--- src/rtl/axil_mcl_fifo_bridge_pkg.sv ---
// Shared definitions for the AXI-Lite <-> MCL FIFO bridge.
//   - register offsets within the 0x100-byte window (decoded on addr[7:0])
//   - AXI-Lite response encodings
//   - write / read channel FSM state types
//   - byte-strobe merge helper for the RW packet words
package axil_mcl_fifo_bridge_pkg;

  localparam logic [7:0] RegTxW0   = 8'h00;
  localparam logic [7:0] RegTxW1   = 8'h04;
  localparam logic [7:0] RegTxW2   = 8'h08;
  localparam logic [7:0] RegTxVac  = 8'h0C;
  localparam logic [7:0] RegRxW0   = 8'h10;
  localparam logic [7:0] RegRxW1   = 8'h14;
  localparam logic [7:0] RegRxW2   = 8'h18;
  localparam logic [7:0] RegRxOcc  = 8'h1C;
  localparam logic [7:0] RegStatus = 8'h20;

  localparam logic [1:0] RespOkay   = 2'b00;
  localparam logic [1:0] RespSlvErr = 2'b10;

  typedef enum logic {WIdle, WResp} w_state_e;
  typedef enum logic {RIdle, RResp} r_state_e;

  // Replace only the bytes whose strobe is set.
  function automatic logic [31:0] apply_wstrb(logic [31:0] old_word, logic [31:0] new_word,
                                              logic [3:0] strb);
    logic [31:0] res;
    for (int i = 0; i < 4; i++) begin
      res[8*i +: 8] = strb[i] ? new_word[8*i +: 8] : old_word[8*i +: 8];
    end
    return res;
  endfunction

endpackage

--- src/rtl/bsg_fifo_1r1w_small.sv ---
// Small one-read/one-write FIFO with registered storage.
// Ports:
//   clk_i, reset_i      clock, asynchronous active-high reset
//   v_i / ready_o       enqueue handshake; ready_o is "not full" before any dequeue
//   data_i              enqueue data
//   v_o / data_o        head valid and head data
//   yumi_i              dequeue the head (only meaningful while v_o)
//   count_o             current occupancy
module bsg_fifo_1r1w_small #(
  parameter int width_p = 80,
  parameter int els_p   = 4
) (
  input  logic                   clk_i,
  input  logic                   reset_i,
  input  logic                   v_i,
  output logic                   ready_o,
  input  logic [width_p-1:0]     data_i,
  output logic                   v_o,
  output logic [width_p-1:0]     data_o,
  input  logic                   yumi_i,
  output logic [$clog2(els_p):0] count_o
);

  localparam int PtrW = $clog2(els_p);
  localparam int CntW = PtrW + 1;

  if (els_p < 2 || (els_p & (els_p - 1)) != 0) begin : g_bad_els
    $fatal(1, "bsg_fifo_1r1w_small: els_p must be a power of two and at least 2");
  end

  logic [width_p-1:0] mem_q [els_p];
  logic [PtrW-1:0]    rd_ptr_q, wr_ptr_q;
  logic [CntW-1:0]    count_q, count_d;
  logic               enq, deq;

  assign ready_o = (count_q != CntW'(els_p));
  assign v_o     = (count_q != '0);
  assign enq     = v_i && ready_o;
  assign deq     = yumi_i && v_o;
  assign data_o  = mem_q[rd_ptr_q];
  assign count_o = count_q;

  always_comb begin
    count_d = count_q;
    case ({enq, deq})
      2'b10:   count_d = count_q + CntW'(1);
      2'b01:   count_d = count_q - CntW'(1);
      default: count_d = count_q;
    endcase
  end

  // Depth is a power of two, so the pointers wrap on their own.
  always_ff @(posedge clk_i or posedge reset_i) begin
    if (reset_i) begin
      rd_ptr_q <= '0;
      wr_ptr_q <= '0;
      count_q  <= '0;
    end else begin
      count_q <= count_d;
      if (enq) wr_ptr_q <= wr_ptr_q + PtrW'(1);
      if (deq) rd_ptr_q <= rd_ptr_q + PtrW'(1);
    end
  end

  always_ff @(posedge clk_i) begin
    if (enq) mem_q[wr_ptr_q] <= data_i;
  end

endmodule

--- src/rtl/axil_mcl_fifo_bridge.sv ---
// AXI-Lite slave that packs 32-bit register writes into 80-bit MCL packets (TX FIFO)
// and unpacks received MCL packets for 32-bit register reads (RX FIFO).
// Ports:
//   clk_i, reset_n_i          clock, asynchronous active-low reset
//   s_axil_aw* / w* / b*      AXI-Lite write channels (addr[7:0] decoded)
//   s_axil_ar* / r*           AXI-Lite read channels (addr[7:0] decoded)
//   mcl_v_i/mcl_data_i        inbound packet, consumed when mcl_yumi_o
//   mcl_v_o/mcl_data_o        outbound packet (TX head), taken when mcl_ready_i
module axil_mcl_fifo_bridge
  import axil_mcl_fifo_bridge_pkg::*;
#(
  parameter int mcl_width_p = 80,
  parameter int fifo_els_p  = 4
) (
  input  logic                   clk_i,
  input  logic                   reset_n_i,
  input  logic [31:0]            s_axil_awaddr,
  input  logic                   s_axil_awvalid,
  output logic                   s_axil_awready,
  input  logic [31:0]            s_axil_wdata,
  input  logic [3:0]             s_axil_wstrb,
  input  logic                   s_axil_wvalid,
  output logic                   s_axil_wready,
  output logic [1:0]             s_axil_bresp,
  output logic                   s_axil_bvalid,
  input  logic                   s_axil_bready,
  input  logic [31:0]            s_axil_araddr,
  input  logic                   s_axil_arvalid,
  output logic                   s_axil_arready,
  output logic [31:0]            s_axil_rdata,
  output logic [1:0]             s_axil_rresp,
  output logic                   s_axil_rvalid,
  input  logic                   s_axil_rready,
  input  logic                   mcl_v_i,
  input  logic [mcl_width_p-1:0] mcl_data_i,
  output logic                   mcl_yumi_o,
  output logic                   mcl_v_o,
  output logic [mcl_width_p-1:0] mcl_data_o,
  input  logic                   mcl_ready_i
);

  localparam int CntW = $clog2(fifo_els_p) + 1;

  if (mcl_width_p != 80) begin : g_bad_width
    $fatal(1, "axil_mcl_fifo_bridge: mcl_width_p must be 80");
  end

  w_state_e w_state_q, w_state_d;
  r_state_e r_state_q, r_state_d;

  logic        rdy_q;  // holds the ready outputs low until the first edge after reset
  logic        aw_held_q, w_held_q;
  logic [7:0]  awaddr_q;
  logic [31:0] wdata_q;
  logic [3:0]  wstrb_q;
  logic [31:0] tx_w0_q, tx_w1_q;
  logic        tx_ovf_q, rx_unf_q;
  logic [1:0]  bresp_q, rresp_q;
  logic [31:0] rdata_q;

  logic        aw_hs, w_hs, ar_hs, wr_fire;
  logic [7:0]  wr_addr;
  logic [31:0] wr_data;
  logic [3:0]  wr_strb;
  logic [1:0]  wr_resp, rd_resp, clr_status;
  logic [31:0] rd_data;
  logic        tx_enq, set_tx_ovf, rx_pop, set_rx_unf;

  logic                   fifo_reset;
  logic                   tx_ready, tx_v, rx_ready, rx_v;
  logic [mcl_width_p-1:0] tx_data, rx_data;
  logic [CntW-1:0]        tx_count, rx_count, tx_vac;
  logic                   unused_bits;

  assign unused_bits = ^{s_axil_awaddr[31:8], s_axil_araddr[31:8]};

  // ---------------- FSMs: state register / next state / outputs ----------------
  always_ff @(posedge clk_i or negedge reset_n_i) begin
    if (!reset_n_i) begin
      w_state_q <= WIdle;
      r_state_q <= RIdle;
    end else begin
      w_state_q <= w_state_d;
      r_state_q <= r_state_d;
    end
  end

  always_comb begin
    w_state_d = w_state_q;
    r_state_d = r_state_q;
    unique case (w_state_q)
      WIdle:   if (wr_fire) w_state_d = WResp;
      WResp:   if (s_axil_bready) w_state_d = WIdle;
      default: w_state_d = WIdle;
    endcase
    unique case (r_state_q)
      RIdle:   if (ar_hs) r_state_d = RResp;
      RResp:   if (s_axil_rready) r_state_d = RIdle;
      default: r_state_d = RIdle;
    endcase
  end

  // Once a channel is latched its ready drops so a second beat cannot overwrite it.
  always_comb begin
    s_axil_awready = 1'b0;
    s_axil_wready  = 1'b0;
    s_axil_bvalid  = 1'b0;
    s_axil_arready = 1'b0;
    s_axil_rvalid  = 1'b0;
    unique case (w_state_q)
      WIdle: begin
        s_axil_awready = rdy_q && !aw_held_q;
        s_axil_wready  = rdy_q && !w_held_q;
      end
      WResp:   s_axil_bvalid = 1'b1;
      default: ;
    endcase
    unique case (r_state_q)
      RIdle:   s_axil_arready = rdy_q;
      RResp:   s_axil_rvalid  = 1'b1;
      default: ;
    endcase
  end

  // ---------------- write channel ----------------
  assign aw_hs   = s_axil_awvalid && s_axil_awready;
  assign w_hs    = s_axil_wvalid && s_axil_wready;
  assign wr_fire = (aw_held_q || aw_hs) && (w_held_q || w_hs);
  assign wr_addr = aw_held_q ? awaddr_q : s_axil_awaddr[7:0];
  assign wr_data = w_held_q ? wdata_q : s_axil_wdata;
  assign wr_strb = w_held_q ? wstrb_q : s_axil_wstrb;

  always_comb begin
    wr_resp    = RespOkay;
    tx_enq     = 1'b0;
    set_tx_ovf = 1'b0;
    clr_status = 2'b00;
    if (wr_fire) begin
      case (wr_addr)
        RegTxW0, RegTxW1, RegTxVac, RegRxW0, RegRxW1, RegRxW2, RegRxOcc: ;
        RegTxW2: begin
          if (tx_ready) begin
            tx_enq = 1'b1;
          end else begin
            set_tx_ovf = 1'b1;
            wr_resp    = RespSlvErr;
          end
        end
        RegStatus: clr_status = wr_data[1:0];
        default:   wr_resp = RespSlvErr;
      endcase
    end
  end

  always_ff @(posedge clk_i or negedge reset_n_i) begin
    if (!reset_n_i) begin
      rdy_q     <= 1'b0;
      aw_held_q <= 1'b0;
      w_held_q  <= 1'b0;
      awaddr_q  <= '0;
      wdata_q   <= '0;
      wstrb_q   <= '0;
      tx_w0_q   <= '0;
      tx_w1_q   <= '0;
      tx_ovf_q  <= 1'b0;
      rx_unf_q  <= 1'b0;
      bresp_q   <= RespOkay;
      rdata_q   <= '0;
      rresp_q   <= RespOkay;
    end else begin
      rdy_q <= 1'b1;
      if (wr_fire) begin
        aw_held_q <= 1'b0;
        w_held_q  <= 1'b0;
        bresp_q   <= wr_resp;
        if (wr_addr == RegTxW0) tx_w0_q <= apply_wstrb(tx_w0_q, wr_data, wr_strb);
        if (wr_addr == RegTxW1) tx_w1_q <= apply_wstrb(tx_w1_q, wr_data, wr_strb);
      end else begin
        if (aw_hs) begin
          aw_held_q <= 1'b1;
          awaddr_q  <= s_axil_awaddr[7:0];
        end
        if (w_hs) begin
          w_held_q <= 1'b1;
          wdata_q  <= s_axil_wdata;
          wstrb_q  <= s_axil_wstrb;
        end
      end
      // A new error in the same cycle as its clear keeps the bit set.
      tx_ovf_q <= set_tx_ovf | (tx_ovf_q & ~clr_status[0]);
      rx_unf_q <= set_rx_unf | (rx_unf_q & ~clr_status[1]);
      if (ar_hs) begin
        rdata_q <= rd_data;
        rresp_q <= rd_resp;
      end
    end
  end

  // ---------------- read channel ----------------
  assign ar_hs  = s_axil_arvalid && s_axil_arready;
  assign tx_vac = CntW'(fifo_els_p) - tx_count;

  always_comb begin
    rd_data    = '0;
    rd_resp    = RespOkay;
    rx_pop     = 1'b0;
    set_rx_unf = 1'b0;
    case (s_axil_araddr[7:0])
      RegTxW0:  rd_data = tx_w0_q;
      RegTxW1:  rd_data = tx_w1_q;
      RegTxW2:  ;
      RegTxVac: rd_data = 32'(tx_vac);
      RegRxW0, RegRxW1, RegRxW2: begin
        if (!rx_v) begin
          rd_resp    = RespSlvErr;
          set_rx_unf = ar_hs;
        end else if (s_axil_araddr[7:0] == RegRxW0) begin
          rd_data = rx_data[31:0];
        end else if (s_axil_araddr[7:0] == RegRxW1) begin
          rd_data = rx_data[63:32];
        end else begin
          rd_data = {16'h0000, rx_data[79:64]};
          rx_pop  = ar_hs;
        end
      end
      RegRxOcc:  rd_data = 32'(rx_count);
      RegStatus: rd_data = {30'd0, rx_unf_q, tx_ovf_q};
      default:   rd_resp = RespSlvErr;
    endcase
  end

  assign s_axil_bresp = bresp_q;
  assign s_axil_rdata = rdata_q;
  assign s_axil_rresp = rresp_q;

  // ---------------- FIFOs ----------------
  assign fifo_reset = ~reset_n_i;
  assign mcl_yumi_o = mcl_v_i && rx_ready && rdy_q;
  assign mcl_v_o    = tx_v;
  assign mcl_data_o = tx_v ? tx_data : '0;

  bsg_fifo_1r1w_small #(
    .width_p(mcl_width_p),
    .els_p  (fifo_els_p)
  ) u_tx_fifo (
    .clk_i  (clk_i),
    .reset_i(fifo_reset),
    .v_i    (tx_enq),
    .ready_o(tx_ready),
    .data_i ({wr_data[15:0], tx_w1_q, tx_w0_q}),
    .v_o    (tx_v),
    .data_o (tx_data),
    .yumi_i (tx_v && mcl_ready_i),
    .count_o(tx_count)
  );

  bsg_fifo_1r1w_small #(
    .width_p(mcl_width_p),
    .els_p  (fifo_els_p)
  ) u_rx_fifo (
    .clk_i  (clk_i),
    .reset_i(fifo_reset),
    .v_i    (mcl_yumi_o),
    .ready_o(rx_ready),
    .data_i (mcl_data_i),
    .v_o    (rx_v),
    .data_o (rx_data),
    .yumi_i (rx_pop),
    .count_o(rx_count)
  );

endmodule

--- config.mk ---
export PLATFORM = sky130hd
export DESIGN_NAME = axil_mcl_fifo_bridge
export DESIGN_NICKNAME = d
export VERILOG_FILES = /design/src/rtl/axil_mcl_fifo_bridge_pkg.sv /design/src/rtl/bsg_fifo_1r1w_small.sv /design/src/rtl/axil_mcl_fifo_bridge.sv
export SDC_FILE = /design/constraint.sdc
export NUM_CORES = 1
export LEC_CHECK = 0
export BUFFER_PORTS_ARGS = -buffer_cell sky130_fd_sc_hd__buf_4
export CELL_PAD_IN_SITES_DETAIL_PLACEMENT = 1
export CELL_PAD_IN_SITES_GLOBAL_PLACEMENT = 1
export CORE_MARGIN = 3
export CORE_UTILIZATION = 51
export DETAILED_ROUTE_END_ITERATION = 8
export PLACE_DENSITY = 0.9
export SLEW_MARGIN = 20
export SYNTH_ARGS = -nofsm -noshare
export SYNTH_HDL_FRONTEND = slang
export SYNTH_SLANG_ARGS = --single-unit
--- constraint.sdc ---
create_clock -name clk_i -period 4.7 [get_ports clk_i]
set_input_delay 0.94 -clock clk_i [delete_from_list [all_inputs] [get_ports clk_i]]
set_output_delay 0.94 -clock clk_i [all_outputs]
set_load 0.02 [all_outputs]
==> results.py <==
metrics = {
    "timing": {
        "min_period_ps": 3800,
        "tightest_slew_ps": 987.1,
        "slew_headroom": 0.3420,
        "timing.final.crit_share": 0.8085,
        "setup_viol": 0,
        "clock.fmax_mhz": 263.2,
        "hold_ws_ps": 392.2,
        "rsz0062_at_grt": "no",
        "fin_skew_ps": 23.41,
        "slew_viol_final": 0,
        "finalHoldViolCount": 0,
        "tns_ps": 0,
    },
    "worst_setup_path": {
        "worstSetupPathType": "flip-flop to output pin",
        "cp-start-kind": "flip-flop",
        "path_delay_family": "flip-flops",
        "max_stage_delay_ps": 890,
        "path_common_cell": "buf_4",
        "critPathRequiredTime_ps": 3760,
        "endpoint_kind": "output pin",
        "arrival_ps": 2860,
        "critPathMaxFanout": 32,
        "slowest_stage": "dfrtp_4",
        "path_cells": "buf_4 > mux4_2 > and2_1 > buf_4",
        "worst-path-buf-inv": 2,
    },
    "placed_design": {
        "port_buffers": 261,
        "gp_congestion": 0.8844,
        "dp.cells": 2724,
        "dpl_cell_area_mm2": 0.03507,
        "hpwl_um": 52130,
    },
    "cells_and_area": {
        "stdcell_area_mm2": 0.03769,
        "instances_no_fill": 2877,
        "area_growth_pct": 18.12,
        "num-fill-cells": 5325,
        "final_nets": 2174,
        "layout-drive-gt1-share": 0.3795,
        "final_util": 0.6096,
    },
    "synth": {
        "synth_ff_type": "edfxtp_1",
        "async_flop_share": 0.2030,
        "syn_area_per_cell_um2": 19.12,
        "syn-cell-area_mm2": 0.03191,
        "synth_edf_count": 640,
        "ys_seq_area_frac": 0.7302,
        "ys_seq_elements": 803,
        "yosys_warnings": 0,
        "syn-instance-count": 1669,
        "ys_types": 55,
    },
    "detailed_routing": {
        "ant_nets": 0,
        "drc": 0,
        "avgViaCountPerCell": 5.835,
        "vias": 16790,
        "post_drt_wl_per_cell_um": 28.12,
        "routed_wl_um": 80890,
        "first_iter_violations": 1216,
        "dr.pass1.iters": 5,
    },
    "pwr": {
        "max-vdd-ir-drop_uv": 333.9,
        "p_leak_nw": 13.97,
        "power_per_cell_area_mw_per_mm2": 519.1,
    },
    "floorplan": {
        "pin_count": 312,
        "rows": 91,
        "die_h_um": 256.1,
        "start_util": 0.5161,
        "core_mm2": 0.06183,
        "die-area_mm2": 0.06560,
        "die_x_um": 256.1,
    },
    "clock_tree": {
        "clk_transition_reported_paths_ps": 70,
        "clk_latency_ps": 620,
        "post_cts_resized": 0,
        "postCtsHoldBufs": 0,
        "cts.sinks": 803,
        "clockRootBuffer": "clkbuf_16",
        "postCtsSetupRepairBufs": 0,
        "cts_buffers": 81,
        "cts_tree": "yes",
        "clockBufferDepth": 3,
        "ctsHtreeMaxLevel": 3,
    },
    "grt": {
        "grt_antenna_before_repair": 7,
        "groute.usage.overall": 0.2482,
        "grt_pass1_wl_um": 121800,
        "grt_pass1_vias": 18770,
        "grt_max_degree": 92,
        "grt-ovfl-total": 0,
    },
    "run_status": {
        "outcome": "finished clean",
    },
    "min_path": {
        "hold_class": "input pin to async pin",
    },
    "job": {
        "cap_violations": 0,
    },
}
==> sequential cells by signal, indices dropped and copies added (netlist names), 2 cells and up <==
signal	cells
awaddr_q	8
tx_w0_q	32
u_tx_fifo.wr_ptr_q	2
wdata_q	32
u_rx_fifo.mem_q	320
u_tx_fifo.mem_q	320
tx_w1_q	32
u_tx_fifo.count_o	3
u_rx_fifo.rd_ptr_q	2
u_tx_fifo.rd_ptr_q	2
u_rx_fifo.wr_ptr_q	2
wstrb_q	4
u_rx_fifo.count_o	3
s_axil_rdata	32
==> layout by cell type, fill, tap and decap left out, types with 18 or more instances in the layout <==
cell       count
edfxtp_1     640
buf_4        287
mux2_2       165
dfrtp_1      158
mux4_2       153
and2_1        93
clkbuf_16     81
nand2_1       72
nor2_1        63
mux2i_1       26
clkinv_2      18
==> metal layers <==
metal | GRT usage | part of all wire | wire, um | vias up
met3 | 0.05026 | 0.056 | 4498 | 157
met1 | 0.3223 | 0.40 | 32220 | 8895
met4 | 0.1004 | 0.037 | 2989 | 6
li1 | - | - | - | 7196
met5 | 0 | 0.00058 | 47 | -
met2 | 0.4142 | 0.51 | 41140 | 534
==> layout make-up <==
class                   count  area [um^2]  share of cell area
inverters                  18        67.56            0.001793
clock buffers             111         2270             0.06022
repair buffers            299         2386             0.06331
clock inverters            36        325.3            0.008632
diodes                      6        15.01           0.0003984
multi-input cells         767         8263              0.2192
well taps                 837         1047             0.02779
flip-flops and latches    803        23310              0.6186
==> power breakdown <==
group / internal (W) / switching [W] / leakage (nW)
clock network: 0.00366 / 0.00268 / 1.28
registers: 0.00843 / 0.000596 / 8.25
logic: 0.00195 / 0.00225 / 4.43
total: 0.0140 / 0.00552 / 14.0
==> cell usage after synthesis (3+ instances only) <==
cell type,instances,area (um^2)
xnor2_1,7,61.31
nand3_2,5,50.05
a32oi_1,3,26.28
a211oi_1,17,127.6
clkbuf_1,51,191.4
nand3b_1,6,45.04
nand3_4,3,52.55
dfrtp_1,163,4079
mux4_2,153,3446
nand3_1,5,25.02
buf_2,5,25.02
a22oi_1,5,37.54
nor2b_1,8,50.05
mux2i_1,26,260.3
a21oi_1,4,20.02
o21ai_0,9,45.04
a221oi_1,16,140.1
nand2_1,72,270.3
inv_1,18,67.56
and3_1,5,31.28
nor2_1,64,240.2
o31ai_1,15,112.6
a31oi_1,4,25.02
ha_1,13,162.7
buf_1,23,86.33
and2_1,97,606.8
a2bb2oi_1,14,122.6
mux2_2,165,1858
xor2_1,5,43.79
nand4_1,5,31.28
nor3_1,10,50.05
edfxtp_1,640,19220
nand2b_1,4,25.02
==> worst reg2reg max path, cell delays in order, from the launching register on <==
cell and delay (ps):
dfrtp_1 540, or4_1 620, or3_4 370, a211oi_4 510, nand2_1 220, ha_1 270
inv_1 90, fa_1 430, o21ai_0 220
==> final timing paths <==
| check | slack [ps] | start | to | cells after the start |
|---|---|---|---|---|
| worst max-delay path | 900 | u_tx_fifo.rd_ptr_q[0]$_DFFE_PN0P_ | mcl_data_o[25] | 4 |
| worst min-delay path | 390 | reset_n_i | s_axil_rdata[22]$_DFFE_PN0N_ | 1 |
| worst max register to register | 1320 | aw_held_q$_DFFE_PN0P_ | u_tx_fifo.count_o[1]$_DFFE_PN0P_ | 8 |
| worst min register to register | 480 | u_tx_fifo.count_o[0]$_DFFE_PN0P_ | u_tx_fifo.count_o[0]$_DFFE_PN0P_ | 1 |
| max in group asynchronous | 3240 | reset_n_i | tx_w0_q[30]$_DFFE_PN0P_ | 2 |
| min in group clk_i | 480 | u_tx_fifo.count_o[0]$_DFFE_PN0P_ | u_tx_fifo.count_o[0]$_DFFE_PN0P_ | 1 |
==> per-stage QoR <==
step                total power, W  setup slack, ps
floorplan                  0.01155            645.3
global placement           0.01309            990.8
detailed placement         0.01338            899.7
CTS                        0.01973            811.9
global route               0.02034            736.7
finish                     0.01956            900.1
==> logic make-up after synthesis <==
logic type,after synthesis,share of synthesized area
buffers and inverters,100,0.01243
adder cells (fa/ha/maj),15,0.006353
multiplexers,344,0.1744
AND/OR/NAND/NOR,294,0.04882
flip-flops,803,0.7302
XOR/XNOR,12,0.003294
other,2,0.0002354
AO/OA/AOI/OAI,99,0.02428
(Power assumes the default switching activity.)
